`src/rtl/fpa_issue_queue_if.sv`:
```
// Operand/result handshake bundle for the FP add/mul issue queue.
// master = producer/consumer side, slave = queue side.
interface fpa_issue_queue_if #(
   parameter int WIDTH = 32
);
   logic             in_valid;
   logic             in_ready;
   logic [WIDTH-1:0] in_A;
   logic [WIDTH-1:0] in_B;
   logic             in_op;
   logic             out_valid;
   logic             out_ready;
   logic [WIDTH-1:0] out_result;
   logic             out_op;

   modport master (
      output in_valid, in_A, in_B, in_op, out_ready,
      input  in_ready, out_valid, out_result, out_op
   );

   modport slave (
      input  in_valid, in_A, in_B, in_op, out_ready,
      output in_ready, out_valid, out_result, out_op
   );
endinterface

```
`src/rtl/fpa_issue_queue.sv`:
```
// Operand FIFO, issue register and result register wrapped around
// a combinational FP add/multiply unit.
module fpa_issue_queue #(
   parameter int DEPTH = 4,
   parameter int WIDTH = 32
) (
   input  logic                    clk,
   input  logic                    rst,
   fpa_issue_queue_if.slave        bus,
   output logic [WIDTH-1:0]        fpa_A,
   output logic [WIDTH-1:0]        fpa_B,
   output logic                    fpa_op,
   input  logic [WIDTH-1:0]        fpa_result,
   output logic [$clog2(DEPTH):0]  count
);
   localparam int AW = $clog2(DEPTH);
   localparam int CW = AW + 1;

   logic [WIDTH-1:0] a_mem [DEPTH];
   logic [WIDTH-1:0] b_mem [DEPTH];
   logic             op_mem [DEPTH];

   logic [AW-1:0]    wr_q, wr_d;
   logic [AW-1:0]    rd_q, rd_d;
   logic [CW-1:0]    cnt_q, cnt_d;
   logic             s1v_q, s1v_d;
   logic [WIDTH-1:0] a_q, a_d;
   logic [WIDTH-1:0] b_q, b_d;
   logic             op_q, op_d;
   logic             s2v_q, s2v_d;
   logic [WIDTH-1:0] res_q, res_d;
   logic             rop_q, rop_d;

   logic push;
   logic s1_load;
   logic s2_load;

   // in_ready looks only at occupancy, never at the same-cycle pop
   assign bus.in_ready = (cnt_q < CW'(DEPTH));
   assign push    = bus.in_valid & bus.in_ready;
   assign s2_load = s1v_q & (~s2v_q | bus.out_ready);
   assign s1_load = (cnt_q != '0) & (~s1v_q | s2_load);

   always_comb begin
      wr_d  = wr_q;
      rd_d  = rd_q;
      cnt_d = cnt_q + CW'(push) - CW'(s1_load);
      s1v_d = s1v_q;
      a_d   = a_q;
      b_d   = b_q;
      op_d  = op_q;
      s2v_d = s2v_q;
      res_d = res_q;
      rop_d = rop_q;
      if (push) wr_d = wr_q + AW'(1);
      if (s1_load) begin
         rd_d  = rd_q + AW'(1);
         a_d   = a_mem[rd_q];
         b_d   = b_mem[rd_q];
         op_d  = op_mem[rd_q];
         s1v_d = 1'b1;
      end else if (s2_load) begin
         s1v_d = 1'b0;
      end
      if (s2_load) begin
         res_d = fpa_result;
         rop_d = op_q;
         s2v_d = 1'b1;
      end else if (s2v_q & bus.out_ready) begin
         s2v_d = 1'b0;
      end
   end

   always_ff @(posedge clk) begin
      if (rst) begin
         wr_q  <= '0;
         rd_q  <= '0;
         cnt_q <= '0;
         s1v_q <= 1'b0;
         a_q   <= '0;
         b_q   <= '0;
         op_q  <= 1'b0;
         s2v_q <= 1'b0;
         res_q <= '0;
         rop_q <= 1'b0;
      end else begin
         wr_q  <= wr_d;
         rd_q  <= rd_d;
         cnt_q <= cnt_d;
         s1v_q <= s1v_d;
         a_q   <= a_d;
         b_q   <= b_d;
         op_q  <= op_d;
         s2v_q <= s2v_d;
         res_q <= res_d;
         rop_q <= rop_d;
      end
   end

   // Storage array needs no reset; occupancy gates every read
   always_ff @(posedge clk) begin
      if (push) begin
         a_mem[wr_q]  <= bus.in_A;
         b_mem[wr_q]  <= bus.in_B;
         op_mem[wr_q] <= bus.in_op;
      end
   end

   assign fpa_A          = a_q;
   assign fpa_B          = b_q;
   assign fpa_op         = op_q;
   assign bus.out_valid  = s2v_q;
   assign bus.out_result = res_q;
   assign bus.out_op     = rop_q;
   assign count          = cnt_q;
endmodule

```
`src/flat_wrapper.sv`:
```
// flat-port wrapper written by rule: the top's interface ports become plain ports
module fpa_issue_queue_flat 
#(
   parameter int DEPTH = 4,
   parameter int WIDTH = 32
)
  (clk, rst, fpa_A, fpa_B, fpa_op, fpa_result, count, bus_in_valid, bus_in_A, bus_in_B, bus_in_op, bus_out_ready, bus_in_ready, bus_out_valid, bus_out_result, bus_out_op);
  fpa_issue_queue_if #(.WIDTH(WIDTH)) bus_i ();
  input  logic clk;
  input  logic rst;
  output logic [WIDTH-1:0] fpa_A;
  output logic [WIDTH-1:0] fpa_B;
  output logic fpa_op;
  input  logic [WIDTH-1:0] fpa_result;
  output logic [$clog2(DEPTH):0] count;
  input wire logic [$bits(bus_i.in_valid)-1:0] bus_in_valid;
  input wire logic [$bits(bus_i.in_A)-1:0] bus_in_A;
  input wire logic [$bits(bus_i.in_B)-1:0] bus_in_B;
  input wire logic [$bits(bus_i.in_op)-1:0] bus_in_op;
  input wire logic [$bits(bus_i.out_ready)-1:0] bus_out_ready;
  output wire logic [$bits(bus_i.in_ready)-1:0] bus_in_ready;
  output wire logic [$bits(bus_i.out_valid)-1:0] bus_out_valid;
  output wire logic [$bits(bus_i.out_result)-1:0] bus_out_result;
  output wire logic [$bits(bus_i.out_op)-1:0] bus_out_op;
  assign bus_i.in_valid = bus_in_valid;
  assign bus_i.in_A = bus_in_A;
  assign bus_i.in_B = bus_in_B;
  assign bus_i.in_op = bus_in_op;
  assign bus_i.out_ready = bus_out_ready;
  assign bus_in_ready = bus_i.in_ready;
  assign bus_out_valid = bus_i.out_valid;
  assign bus_out_result = bus_i.out_result;
  assign bus_out_op = bus_i.out_op;
  fpa_issue_queue #(.DEPTH(DEPTH), .WIDTH(WIDTH)) u_core (.clk(clk), .rst(rst), .bus(bus_i), .fpa_A(fpa_A), .fpa_B(fpa_B), .fpa_op(fpa_op), .fpa_result(fpa_result), .count(count));
endmodule
```
`config.mk`:
```
export PLATFORM = sky130hd
export DESIGN_NAME = fpa_issue_queue_flat
export DESIGN_NICKNAME = d
export VERILOG_FILES = /design/src/rtl/fpa_issue_queue_if.sv /design/src/rtl/fpa_issue_queue.sv /design/src/flat_wrapper.sv
export SDC_FILE = /design/constraint.sdc
export NUM_CORES = 1
export LEC_CHECK = 0
export ABC_AREA = 1
export CAP_MARGIN = 0
export CORE_MARGIN = 4
export CORE_UTILIZATION = 65
export CTS_BUF_LIST = sky130_fd_sc_hd__clkbuf_16
export CTS_CLUSTER_DIAMETER = 50
export DETAILED_ROUTE_END_ITERATION = 12
export DONT_BUFFER_PORTS = 1
export PLACE_DENSITY_LB_ADDON = 0.25
export REMOVE_ABC_BUFFERS = 1
export SYNTH_ARGS = -nofsm -noshare
export SYNTH_HDL_FRONTEND = slang
export SYNTH_SLANG_ARGS = --single-unit
```
`constraint.sdc`:
```
create_clock -name clk -period 10 [get_ports clk]
set_clock_uncertainty 0.05 [all_clocks]
set_input_delay 2 -clock clk [delete_from_list [all_inputs] [get_ports clk]]
set_output_delay 2 -clock clk [all_outputs]
set_load 0.05 [all_outputs]
```
==> flow_summary.yaml, run 1 <==
outcome:
  status: "complete, no violations"
synthesis:
  yosys.area.top_type: "edfxtp_1"
  synth_cell_types: 18
  synthFlopType: "edfxtp_1"
  syn-cell-area_mm2: 0.01518
  yosysSeqAreaShare: 0.6556
  yosys-top-cells-count: "463 x nand2_1, 345 x inv_1, 260 x edfxtp_1"
  yosys_warnings: 0
  synth_area_leaders: "edfxtp_1 51%, dfxtp_1 14%, nand2_1 11%"
  synth.most_common_cell: "nand2_1"
  yosysTopAreaCellShare: 0.5144
  synth_edf_count: 260
  netlist_instances: 1641
  avgSynthCellArea_um2: 9.249
  synthArstFlopShare: 0
  synth_seq_cells: 367
routing:
  first_pass_iters: 4
  post_drt_wl_per_cell_um: 15.30
  totalWireLength_mm: 30.00
  drt-initial-drc-count: 554
  ant_nets: 0
  num_vias: 9776
  avgViaCountPerCell: 4.988
  drc: 0
grt:
  grt_antenna_before_repair: 1
  grt_pass1_wl_mm: 48.27
  grt-ovfl-total: 0
  grt_max_degree: 94
  grt_pass1_vias: 9702
  grt_usage: 0.2313
clocking:
  cts_setup_buffers: 0
  cts_sinks: 367
  cts_made_buffers: 39
  ctsHoldBuffers: 0
  cts.clk_slew.worst_paths_ps: 60
  clock_latency_ps: 520
  cts_resized: 0
  cts_tree: "built"
  cts_buffer_depth: 3
  clock-root-buffer: "clkbuf_16"
  cts.htree.levels: 2
flow_run:
  max-cap-violations: 0
worst_setup_path:
  cp-end-kind: "flip-flop"
  critPathMaxFanout: 68
  critPathRequiredTime_ps: 10360
  critPathKind: "in -> reg"
  max_stage_delay_ps: 600
  cpMostUsedCell: "inv_1"
  arrival_ps: 4080
  slowest_stage: "nand2_4"
  crit_path_cell_trace: "inv_1 > nand3_1 > nand2_4 > inv_1 > ha_1 > inv_1 > ha_1 > fa_1 > inv_1 > and2_1 > nor2_1"
  startpoint_type: "primary input"
finish:
  insertedDiodeCount: 0
  layout-drive-gt1-share: 0.04614
  utilization: 0.7221
  final_area_mm2: 0.01645
  area_delta_synth_final_pct: 8.376
  fin_nets: 1725
  final_cells: 1960
pwr:
  ir_drop_v: 0.0002444
  power.density_mw_per_mm2: 315.0
  p_seq_frac: 0.507
  p_leak_uw: 0.007560
  power_frac_clock: 0.254
  power_frac_comb: 0.239
  p_int_uw: 3058
  switchingPower_uw: 2123
  power.share.switching: 0.4097
floorplanning:
  initial_core_util: 0.6663
  fp.dieArea_mm2: 0.02586
  ios: 204
  fp.dieW_um: 160.8
  core_area_mm2: 0.02278
  row_count: 55
  die_y_um: 160.8
sta:
  tightest_slew_ps: 1001
  max_slew_margin: 0.3324
  final-setup-viol-count: 0
  hold_viol: 0
  fmax_mhz: 268.9
  period_share: 0.3719
  finalCriticalPeriod_ps: 3719
  maxSlewViolCount: 0
  tns_ps: 0
  rsz0062_at_grt: "no"
hold_path:
  holdCritPathClass: "reg -> reg"
placed_design:
  post_dp_cell_area_mm2: 0.01526
  gp_congestion: 0.7163
  port_buffers: 0
  dp_hpwl_mm: 17.24
  post-place-cells: 1889
## cell families after synthesis
family / count (synthesis) / synth area share
adders and majority gates: 7 / 0.006265
AOI/OAI and AO/OA: 42 / 0.01385
and+or+nand+nor: 803 / 0.2098
xor gates and xnor gates: 1 / 0.0005772
DFF: 367 / 0.6556
buffers and inverters: 421 / 0.1139
## per-layer routing
| layer | GRT usage | routed length, um | vias up |
|---|---|---|---|
| met5 | 0 | 13 | - |
| met4 | 0.05700 | 492 | 2 |
| met3 | 0.07801 | 2871 | 41 |
| met2 | 0.4179 | 15170 | 328 |
| met1 | 0.2659 | 11450 | 4456 |
| li1 | - | - | 4949 |
## critical path, delay by kind of cell
kind | cells | cell delay (ps)
fa+ha+maj | 3 | 860
buf+inv | 4 | 310
simple gates | 4 | 910
## layout make-up
cell class / instances / area (um2)
Inverter: 346 / 1303
Sequential cell: 367 / 9957
Clock inverter: 30 / 162.7
Clock buffer: 41 / 1026
Multi-Input combinational cell: 853 / 3533
Tap cell: 313 / 391.6
Fill cell: 1621 / 6330
Timing Repair Buffer: 10 / 75.07
## metrics by stage
stage / power (uW) / hold slack [ps] / setup WS [ps]
final: 5181 / 490.5 / 6281
after detailed placement: 3896 / 484.5 / 5743
after global routing: 5508 / 529.7 / 6122
after floorplan: 3558 / 444.1 / 4549
after CTS: 5220 / 492.3 / 6273
after global placement: 3840 / 464.3 / 5767
## final timing paths
path                    from  cells after the start                  to  slack [ps]
max            bus_out_ready                     11     u_core.count[2]        6280
min           u_core.wr_q[1]                      2      u_core.wr_q[1]         490
max reg2reg  u_core.count[2]                      4  u_core.a_mem[1][5]        6730
min reg2reg   u_core.wr_q[1]                      2      u_core.wr_q[1]         490
## cells in the final DEF (no fill, tap or decap), types with 2 or more instances in the layout
cell type and count:
inv_1 351, dfxtp_4 2, dfxtp_1 105, clkinv_2 10, inv_4 2, clkbuf_16 41
buf_4 10, o21ai_0 37, clkinv_1 7, nor2_1 202, ha_1 6, nor2_4 4
a21oi_1 5, nand3_1 132, nand2_1 463, edfxtp_1 260, inv_2 3
## sequential cells by signal, summed over array words and instances, names as in the netlist
name	cells
u_core.a_mem	128
u_core.b_mem	128
u_core.bus.out_result	32
u_core.fpa_A	32
u_core.fpa_B	32
u_core.op_mem	4
u_core.count	3
u_core.rd_q	2
u_core.wr_q	2
u_core.bus.out_op	1
u_core.bus.out_valid	1
u_core.fpa_op	1
u_core.s1v_q	1
## power groups by stage
stage | clock, uW | sequential, uW | combinational (uW)
floorplan | 0 | 2620 | 937
global placement | 0 | 2650 | 1190
detailed placement | 0 | 2660 | 1240
CTS | 1340 | 2630 | 1250
global route | 1410 | 2650 | 1440
finish | 1320 | 2630 | 1240
(Power assumes the default switching activity.)
==> inputs of run 2 (changes only) <==
- CORE_UTILIZATION: 65 -> 57
- clock period: 10 -> 3.33 ns (I/O delays scaled with it)
==> run 2 against run 1 <==
Sequential share of layout area down 0.96 points. Register-to-register slack worse by 5900 ps. Largest power group unchanged. Sequential power rose to 2.9 times the previous value. Wire length up 0.35%. Combinational power rose to 3.2 times the previous value. Critical path depth down 2. Clock-buffer cell count up 1.
==> flow_summary.yaml, run 2 (synthesized netlist as in run 1, its figures left out) <==
routing:
  drc: 0
  ant_nets: 0
  num_vias: 9705
  first_pass_iters: 5
  totalWireLength_mm: 30.10
  avgViaCountPerCell: 4.867
  post_drt_wl_per_cell_um: 15.10
  drt-initial-drc-count: 481
pwr:
  power_frac_comb: 0.246
  p_leak_uw: 0.007670
  p_int_uw: 9544
  power.density_mw_per_mm2: 955.9
  p_seq_frac: 0.483
  power_uw: 15980
  switchingPower_uw: 6432
  power_frac_clock: 0.271
  ir_drop_v: 0.0006940
  power.share.switching: 0.4026
worst_setup_path:
  r2r_cells: 9
  critPathMaxFanout: 9
  r2r-start: "u_core.count[2]"
  cpMostUsedCell: "inv_1"
  ff2ff_setup_slack_ps: 870
  startpoint_type: "flip-flop"
  critPathKind: "reg -> reg"
  cp-end-kind: "flip-flop"
  max_stage_delay_ps: 680
  arrival_ps: 2810
  crit_path_cell_trace: "inv_1 > nand2_1 > buf_4 > inv_1 > ha_1 > fa_1 > inv_1 > and2_1 > nor2_1"
  slowest_stage: "dfxtp_1"
  critPathRequiredTime_ps: 3680
  r2r_end: "u_core.count[2]"
clocking:
  cts_made_buffers: 40
  cts_sinks: 367
  cts_tree: "built"
  cts_buffer_depth: 3
  clock-root-buffer: "clkbuf_16"
  ctsHoldBuffers: 0
  cts.clk_slew.worst_paths_ps: 60
  clock_latency_ps: 520
  cts.htree.levels: 2
  cts_setup_buffers: 0
  cts_resized: 0
placed_design:
  pre_cts_slack_ps: 862.4
  gp_congestion: 0.7159
  dp_hpwl_mm: 17.73
  port_buffers: 0
floorplanning:
  fp.dieW_um: 171.2
  initial_core_util: 0.5808
  die_y_um: 171.2
  row_count: 59
  fp.dieArea_mm2: 0.02930
  ios: 204
  core_area_mm2: 0.02613
sta:
  rsz0062_at_grt: "no"
  final-setup-viol-count: 0
  fmax_mhz: 407.3
  tns_ps: 0
  maxSlewViolCount: 0
  hold_ws_ps: 157.1
  tightest_slew_ps: 917.5
  finalCriticalPeriod_ps: 2455
  hold_viol: 0
  max_slew_margin: 0.3876
  period_share: 0.7374
  fin_ws_ps: 874.6
finish:
  fin_nets: 1735
  regArea_mm2: 0.009957
  fill_cells: 2095
  utilization: 0.6396
  area_delta_synth_final_pct: 10.12
  reg_top3: "u_core.a_mem x128, u_core.b_mem x128"
  insertedDiodeCount: 0
  multi_input_area_mm2: 0.003533
  final_cell_mix: "463 x nand2_1, 353 x inv_1, 260 x edfxtp_1, 202 x nor2_1, 132 x nand3_1"
  final_common_cell: "nand2_1"
  layout-drive-gt1-share: 0.05365
outcome:
  status: "complete, no violations"
hold_path:
  min_to: "u_core.rd_q[1]"
  holdCritPathClass: "in -> reg"
  hold_path_depth: 1
  hp-start: "rst"
grt:
  grt-ovfl-total: 0
  grt_max_degree: 134
  grt_pass1_vias: 9384
  grt_usage: 0.2027
  grt_antenna_before_repair: 0
  grt_pass1_wl_mm: 47.20
flow_run:
  max-cap-violations: 0
## run 2: cell types whose count changed in the layout (fill, tap and decap cells not counted), sizes merged
cell,before,now
inv,357,358
bufinv,1,4
clkinv,18,13
clkinvlp,0,3
buf,10,19
clkbuf,41,42
## run 2: per-layer routing
metal | track usage | routed length, um
met5 | 0 | 0
met4 | 0.04823 | 555
met3 | 0.06228 | 2661
met2 | 0.3687 | 15070
met1 | 0.2354 | 11810
## run 2: critical path: cells and delay by family (launching register included)
family	cells	cell delay, ps
buf+inv	4	760
flops	1	680
fa+ha+maj	2	540
simple gates	3	320
## run 2: worst max-delay path by stage
stage                          from            endpoint  depth (start not counted)
floorplan           u_core.count[2]  u_core.a_mem[0][0]                          3
global placement    u_core.count[2]     u_core.count[2]                          9
detailed placement  u_core.count[2]     u_core.count[2]                          9
CTS                 u_core.count[2]     u_core.count[2]                          9
global route        u_core.count[2]     u_core.count[2]                          9
finish              u_core.count[2]     u_core.count[2]                          9
## run 2: stage by stage
| step | cell area [um2] | std cells |
|---|---|---|
| floorplan | 14750 | 1566 |
| global placement | 15390 | 1920 |
| detailed placement | 15390 | 1920 |
| CTS | 16710 | 1994 |
| global route | 16710 | 1994 |
| finish | 16710 | 1994 |
## run 2: power groups by stage
stage	combinational (uW)	clock (uW)	sequential, uW
floorplan	2810	0	7870
global route	4580	4620	7800
CTS	4010	4420	7730
global placement	3890	0	7800
detailed placement	3990	0	7820
finish	3930	4330	7720
## run 2: final cells by class
type	instances	area share
flip-flops and latches	367	0.5957
clock buffers	42	0.06288
inverters	346	0.07793
clock inverters	32	0.01617
well taps	335	0.02508
multi-input cells	853	0.2114
repair buffers	19	0.01078
==> inputs of run 3 (changes only) <==
- CORE_UTILIZATION: 57 -> 63
- clock period: 3.33 -> 2.3 ns (I/O delays scaled with it)
==> run 3 against run 2 <==
Sequential cell count stayed put. Largest cell class unchanged. Worst hold slack lost 81 ps. Critical path type unchanged. Final cell count is 2.8% higher.
==> flow_summary.yaml, run 3 (synthesized netlist as in run 1, its figures left out) <==
outcome:
  status: "complete, no violations"
placed_design:
  post-place-cells: 1910
  post_dp_cell_area_mm2: 0.01554
  port_buffers: 0
  dp_hpwl_mm: 17.54
  gp_congestion: 0.7037
floorplanning:
  initial_core_util: 0.6428
  fp.dieW_um: 163.2
  die_y_um: 163.2
  core_area_mm2: 0.02361
  ios: 204
  row_count: 56
  fp.dieArea_mm2: 0.02664
finish:
  layout-drive-gt1-share: 0.05327
  final_cell_mix: "463 x nand2_1, 348 x inv_1, 260 x edfxtp_1, 202 x nor2_1, 132 x nand3_1"
  final_cells: 2050
  multi_input_area_mm2: 0.003533
  area_delta_synth_final_pct: 15.09
  fin_nets: 1805
  final_common_cell: "nand2_1"
  fill_cells: 1607
  final_area_mm2: 0.01747
  reg_top3: "u_core.a_mem x128, u_core.b_mem x128"
  regArea_mm2: 0.009957
clocking:
  clock-root-buffer: "clkbuf_16"
  cts.htree.levels: 2
  cts.clk_slew.worst_paths_ps: 60
  clock_latency_ps: 510
  cts_sinks: 367
  cts_buffer_depth: 3
  cts_made_buffers: 38
  cts_tree: "built"
  cts_setup_buffers: 0
routing:
  num_vias: 10193
  ant_nets: 0
  post_drt_wl_per_cell_um: 15.38
  first_pass_iters: 5
  drt-initial-drc-count: 601
  totalWireLength_mm: 31.52
  avgViaCountPerCell: 4.972
  drc: 0
sta:
  fmax_mhz: 509.5
  tightest_slew_ps: 716.8
  rsz0062_at_grt: "no"
  period_share: 0.8534
  final-setup-viol-count: 0
  maxSlewViolCount: 0
  hold_viol: 0
  max_slew_margin: 0.5222
  hold_ws_ps: 76.19
  finalCriticalPeriod_ps: 1963
worst_setup_path:
  r2r-start: "u_core.s1v_q"
  cp_num_buf_inv: 3
  critPathTopFamily: "adder cells"
  max_stage_delay_ps: 350
  ff2ff_setup_slack_ps: 340
  critPathKind: "reg -> reg"
  critPathMaxFanout: 3
  startpoint_type: "flip-flop"
  crit_path_cell_trace: "nand3_1 > nand2_4 > inv_1 > ha_1 > inv_1 > ha_1 > fa_1 > inv_1 > and2_1 > nor2_1"
  slowest_stage: "fa_1"
  critPathRequiredTime_ps: 2650
  crit_start: "u_core.s1v_q"
  cpMostUsedCell: "inv_1"
  cp-end-kind: "flip-flop"
  arrival_ps: 2310
grt:
  grt_pass1_vias: 10187
  grt-ovfl-total: 0
  grt_pass1_wl_mm: 50.43
  grt_max_degree: 134
  grt_antenna_before_repair: 3
  grt_usage: 0.2370
flow_run:
  max-cap-violations: 0
pwr:
  p_leak_uw: 0.007980
  power_uw: 23350
  power.density_mw_per_mm2: 1337
  ir_drop_v: 0.001365
hold_path:
  hp-start: "fpa_result[5]"
  holdCritPathClass: "in -> reg"
-- run 3: timing repair --
item / in CTS / in global routing
endpoints found under the hold margin: 265 / 0
setup endpoints to repair: 0 / 0
hold buffers: 66 / 0
gates resized for setup: 0 / 0
-- run 3: layer usage --
| layer | vias to the layer above | routed length, um | global-route usage |
|---|---|---|---|
| met3 | 52 | 2432 | 0.05703 |
| met5 | - | 0 | 0 |
| met1 | 4696 | 12620 | 0.2887 |
| met4 | 0 | 603 | 0.07701 |
| li1 | 5120 | - | - |
| met2 | 325 | 15860 | 0.4179 |
-- run 3: worst paths after layout --
path | end | cells past startpoint
worst min-delay path | u_core.bus.out_result[5] | 2
worst max-delay path | u_core.count[2] | 10
worst min register to register | u_core.wr_q[1] | 2
worst max register to register | u_core.count[2] | 10
-- run 3: where the power goes --
part	total, uW	switching (uW)	internal [uW]	leakage [uW]
clock	6060	2430	3620	0.000648
combinational	6300	4300	2000	0.00407
sequential	11000	2720	8280	0.00326
-- run 3: area by class of cell --
cell class	count	share of cell area
clock buffer	42	0.06017
tap	319	0.02285
clock inverter	28	0.01160
multi-input combinational	853	0.2023
sequential	367	0.5701
timing repair buffer	91	0.05788
inverter	346	0.07457
antenna	4	0.0005731
-- run 3: per-stage QoR --
step	setup TNS (ps)	worst slack, ps	utilization
2_1_floorplan	-689350	-2168	-
3_3_place_gp	0	219.9	0.6582
3_5_place_dp	0	179.8	0.6582
4_1_cts	0	356.9	0.7393
5_1_grt	0	227.6	0.7396
6_report	0	337.1	0.7397
-- run 3: worst reg2reg max path: stages, from the launching register on --
cell and delay [ps]:
dfxtp_1 330, nand3_1 180, nand2_4 140, inv_1 60
ha_1 270, inv_1 40, ha_1 200, fa_1 350
inv_1 70, and2_1 120, nor2_1 40
